**src/rtl/game_pkg.sv**
```systemverilog
// Shared game definitions: FSM state codes and default widths.
// The VGA and 7-seg blocks decode game_state through these same codes.
package game_pkg;

    typedef enum logic [1:0] {
        ST_IDLE  = 2'd0,
        ST_PLAY  = 2'd1,
        ST_PAUSE = 2'd2,
        ST_OVER  = 2'd3
    } game_state_e;

    localparam int SCORE_W_DEFAULT   = 10;
    localparam int OVER_HOLD_DEFAULT = 50;
    localparam int HOLD_W_DEFAULT    = 6;

endpackage

```
**src/rtl/flap_edge.sv**
```systemverilog
// Rising-edge detector for the (already debounced) flap button.
// A held button produces a single rise; a release re-arms it.
module flap_edge (
    input  logic clk,
    input  logic clr,
    input  logic flap_btn,
    output logic rise
);

    logic flap_q;

    always_ff @(posedge clk) begin
        if (clr) begin
            flap_q <= 1'b0;
        end else begin
            flap_q <= flap_btn;
        end
    end

    assign rise = flap_btn & ~flap_q;

endmodule

```
**src/rtl/flappy_game_ctrl.sv**
```systemverilog
// Flappy Bird game sequencer: FSM, flap command, run/reset gating and scores.
// All outputs are registered, one clock behind the inputs that cause them.
module flappy_game_ctrl
    import game_pkg::*;
#(
    parameter int SCORE_W   = SCORE_W_DEFAULT,
    parameter int OVER_HOLD = OVER_HOLD_DEFAULT,
    parameter int HOLD_W    = HOLD_W_DEFAULT
) (
    input  logic               clk,
    input  logic               clr,
    input  logic               tick,
    input  logic               flap_btn,
    input  logic               pause_sw,
    input  logic               collide,
    input  logic               pillar_passed,
    output logic               game_rst,
    output logic               game_run,
    output logic               flap_pulse,
    output logic [1:0]         game_state,
    output logic [SCORE_W-1:0] current_score,
    output logic [SCORE_W-1:0] highest_score
);

    game_state_e       state;
    game_state_e       next_state;
    logic [HOLD_W-1:0] hold_cnt;
    logic              rise;
    logic              hold_done;
    logic              score_max;
    logic              round_start;
    logic              over_entry;
    logic              score_inc;
    logic              flap_cmd;
    logic              hold_inc;

    flap_edge u_flap_edge (
        .clk      (clk),
        .clr      (clr),
        .flap_btn (flap_btn),
        .rise     (rise)
    );

    assign hold_done = (hold_cnt == HOLD_W'(OVER_HOLD));
    assign score_max = &current_score;

    always_comb begin
        next_state  = state;
        round_start = 1'b0;
        over_entry  = 1'b0;
        score_inc   = 1'b0;
        flap_cmd    = 1'b0;
        hold_inc    = 1'b0;
        unique case (state)
            ST_IDLE: begin
                if (rise) begin
                    next_state  = ST_PLAY;
                    round_start = 1'b1;
                    flap_cmd    = 1'b1;
                end
            end
            ST_PLAY: begin
                flap_cmd = rise;
                if (collide) begin
                    next_state = ST_OVER;
                    over_entry = 1'b1;
                end else begin
                    score_inc = pillar_passed & ~score_max;
                    if (pause_sw) begin
                        next_state = ST_PAUSE;
                    end
                end
            end
            ST_PAUSE: begin
                if (!pause_sw) begin
                    next_state = ST_PLAY;
                end
            end
            ST_OVER: begin
                hold_inc = tick & ~hold_done;
                // Early presses are swallowed until the hold time expires.
                if (rise && hold_done) begin
                    next_state = ST_IDLE;
                end
            end
            default: next_state = ST_IDLE;
        endcase
    end

    always_ff @(posedge clk) begin
        if (clr) begin
            state         <= ST_IDLE;
            game_rst      <= 1'b1;
            game_run      <= 1'b0;
            flap_pulse    <= 1'b0;
            current_score <= '0;
            highest_score <= '0;
            hold_cnt      <= '0;
        end else begin
            state      <= next_state;
            game_rst   <= (next_state == ST_IDLE);
            game_run   <= (next_state == ST_PLAY);
            flap_pulse <= flap_cmd;

            if (round_start) begin
                current_score <= '0;
            end else if (score_inc) begin
                current_score <= current_score + 1'b1;
            end

            // Score is not incremented on the collide cycle, so it is final here.
            if (over_entry) begin
                hold_cnt <= '0;
                if (current_score > highest_score) begin
                    highest_score <= current_score;
                end
            end else if (hold_inc) begin
                hold_cnt <= hold_cnt + 1'b1;
            end
        end
    end

    assign game_state = state;

endmodule

```
**config.mk**
```make
export PLATFORM = sky130hd
export DESIGN_NAME = flappy_game_ctrl
export DESIGN_NICKNAME = d
export VERILOG_FILES = /design/src/rtl/game_pkg.sv /design/src/rtl/flap_edge.sv /design/src/rtl/flappy_game_ctrl.sv
export SDC_FILE = /design/constraint.sdc
export NUM_CORES = 1
export LEC_CHECK = 0
export ABC_AREA = 1
export CORE_ASPECT_RATIO = 1.1
export CORE_UTILIZATION = 50
export CTS_BUF_LIST = sky130_fd_sc_hd__clkbuf_8
export DETAILED_ROUTE_END_ITERATION = 10
export PLACE_DENSITY = 0.79
export SLEW_MARGIN = 0
export SYNTH_ARGS = -nofsm -noshare
export SYNTH_HDL_FRONTEND = slang
export SYNTH_SLANG_ARGS = --single-unit
```
**constraint.sdc**
```tcl
create_clock -name clk -period 1.75 [get_ports clk]
set_input_delay 0.175 -clock clk [delete_from_list [all_inputs] [get_ports clk]]
set_output_delay 0.175 -clock clk [all_outputs]
set_load 0.05 [all_outputs]
```
==> results of run 1 <==
## logic make-up (layout without fill, tap and decap cells)
group	Yosys count	in the layout	share of synthesized area
AOI/OAI and AO/OA	36	36	0.113
xor gates and xnor gates	6	6	0.0267
adders and majority gates	13	13	0.0825
buffers and inverters	51	95	0.109
DFF	32	32	0.325
and+or+nand+nor	141	141	0.344
## registers in the layout, indices dropped and copies added (netlist names)
register / count
flap_pulse: 1
game_state: 2
game_rst: 1
u_flap_edge.flap_q: 1
current_score: 10
highest_score: 10
hold_cnt: 6
game_run: 1
## stage by stage
step | hold WS, ps | instance area (µm²) | utilization
2_1_floorplan | 244 | 1990 | -
3_3_place_gp | 471 | 2390 | 0.643
3_5_place_dp | 476 | 2390 | 0.643
4_1_cts | 417 | 2480 | 0.667
5_1_grt | 439 | 2480 | 0.669
6_report | 422 | 2480 | 0.669
## cells in the mapped netlist (4+ instances only)
master,instances,area [µm²]
xor2_1,5,43.8
nand3_1,21,105
a21oi_1,20,100
nor3_1,4,20.0
ha_1,13,163
inv_1,39,146
a21oi_2,7,61.3
nor2_1,27,101
nand2_1,66,248
nand4_1,4,25.0
dfxtp_1,32,641
nand2_2,8,50.1
o21ai_1,4,20.0
inv_2,4,15.0
## power by group through the flow
stage	Combinational (W)	Clock [W]	Sequential, W
6_report	0.000528	0.000576	0.000795
3_3_place_gp	0.000517	0	0.000810
4_1_cts	0.000526	0.000591	0.000796
2_1_floorplan	0.000274	0	0.000916
5_1_grt	0.000575	0.000635	0.000800
3_5_place_dp	0.000522	0	0.000812
## final cells by class
| cell class | instances | share of cell area |
|---|---|---|
| multi-input cells | 196 | 0.451 |
| flip-flops and latches | 32 | 0.266 |
| clock buffers | 6 | 0.0333 |
| inverters | 46 | 0.0716 |
| repair buffers | 41 | 0.151 |
| well taps | 50 | 0.0252 |
| clock inverters | 2 | 0.00302 |
## how the worst max path moves through the flow
stage	depth (start not counted)	endpoint	slack (ps)	start
after CTS	2	current_score[9]	20	current_score[9]
after detailed placement	10	highest_score[1]	110	highest_score[9]
after global routing	1	current_score[4]	7	current_score[4]
final	1	current_score[4]	50	current_score[4]
after global placement	10	highest_score[1]	120	highest_score[9]
after floorplan	8	highest_score[0]	2	current_score[2]
## tightest hold or removal path, stage by stage
cell	delay (ps)
clkdlybuf4s50_1	390
inv_1	60
nor2_1	40
## layer usage
layer / global-route usage / share of wire / vias to the layer above
li1: - / - / 969
met1: 0.229 / 0.42 / 814
met2: 0.395 / 0.51 / 40
met3: 0.0567 / 0.037 / 11
met4: 0.117 / 0.032 / 0
met5: 0 / 0 / -
==> impl_metrics.py, run 1 <==
metrics = {
    "die": {
        "row_count": 23,
        "dieArea_mm2": 0.00420,
        "ios": 32,
        "die_w_um": 61.9,
        "die_h_um": 67.8,
        "coreArea_mm2": 0.00371,
        "initial_core_util": 0.531,
    },
    "route": {
        "first_pass_iters": 4,
        "wl_per_cell_um": 11.0,
        "drt_iter0_markers": 71,
        "routed_wl_mm": 4.10,
        "drc": 0,
        "ant_nets": 0,
        "viasPerCell": 4.92,
        "via_count": 1834,
    },
    "timing": {
        "max_slew_margin": 0.657,
        "maxSlewViolCount": 0,
        "finClkSkew_ps": 2.62,
        "tightest_slew_ps": 512,
        "finalHoldViolCount": 0,
        "fin_ws_ps": 53.1,
        "grt_setup_unrepaired": "false",
        "timing.setup.tns_ps": 0,
        "fin_crit_ps": 1700,
        "finalSetupViolations": 0,
        "fmax_ghz": 0.589,
        "period_share": 0.970,
    },
    "critical_path": {
        "worst-path-buf-inv": 1,
        "cp.required_ps": 1570,
        "criticalPathCategory": "flop to primary output",
        "cp_max_fo": 6,
        "r2r-end": "highest_score[1]",
        "r2r-start": "highest_score[9]",
        "cpPeakStageDelay_ps": 820,
        "critPathTopFamily": "buffers and inverters",
        "end_kind": "primary output",
        "path_cells": "clkdlybuf4s50_1",
        "cp_slowest_cell": "clkdlybuf4s50_1",
        "cp_data_arrival_time_ps": 1520,
        "startpoint_type": "flop",
        "r2r_setup_slack_ps": 140,
        "ff2ff_path_depth": 10,
    },
    "yosys": {
        "ys_warn_count": 0,
        "syn_area_mm2": 0.00197,
        "synthFlopType": "dfxtp_1",
        "synth_seq_cells": 32,
        "synth_nets": 299,
        "ys_seq_area_frac": 0.325,
        "synthDistinctLibCells": 33,
        "synth_edf_count": 0,
        "synthCells": 279,
        "async_flop_share": 0,
        "syn_avg_cell_area_um2": 7.06,
    },
    "cts": {
        "clk-insertion-delay-late_ps": 280,
        "root_buffer": "clkbuf_8",
        "cts.hold.buffers_added": 0,
        "path_clk_slew_ps": 60,
        "cts.sinks": 32,
        "htree_num_levels": 2,
        "cts_buffer_depth": 2,
        "numCtsBuffers": 5,
        "cts_tree": "built",
        "post-cts-setup-buffers": 0,
        "cts_resized": 1,
    },
    "cells_and_area": {
        "final_common_cell": "nand2_1",
        "nets": 342,
        "drive_gt1_frac": 0.211,
        "n_antenna_cell": 0,
        "multi_input_area_mm2": 0.00112,
        "final_cell_mix": "nand2_1 (66), inv_1 (41), nor2_1 (26)",
        "fillCellCount": 308,
        "area_growth_pct": 26.0,
        "layout.cells.non_filler": 373,
        "regArea_um2": 659,
    },
    "placement": {
        "placed_cells": 365,
        "dp_slack_ps": 114,
        "port_buffers": 31,
        "dpl.hpwl_mm": 3.11,
        "gp_congestion": 0.826,
    },
    "global_routing": {
        "grt_max_degree": 21,
        "grt_pass1_wl_mm": 6.62,
        "grt_pass1_vias": 1554,
        "grt_usage": 0.220,
        "overflow": 0,
        "antenna_found_initial": 0,
    },
    "run": {
        "cap_violations": 0,
    },
    "power": {
        "p_switching_w": 0.000636,
        "seqPwrFrac": 0.419,
        "vdd_drop_max_v": 0.000449,
        "p_int_w": 0.00126,
        "total_power_w": 0.00190,
        "swShare": 0.335,
        "powerDensity_mw_per_mm2": 765,
        "combPwrFrac": 0.278,
        "leakage_nw": 1.09,
        "clockPowerShare": 0.303,
    },
    "worst_hold_path": {
        "holdPathEnd": "u_flap_edge.flap_q",
        "hold_depth": 3,
        "hold_class": "input pin to flop",
        "hp-start": "flap_btn",
    },
    "outcome": {
        "status": "finished clean",
    },
}
No activity file was read; power rests on OpenSTA's default activity.
==> inputs of run 2 (changes only) <==
CTS_CLUSTER_DIAMETER = 120   (was default)
==> results of run 2 <==
Final layout, timing and power as in run 1 (identical DEF).
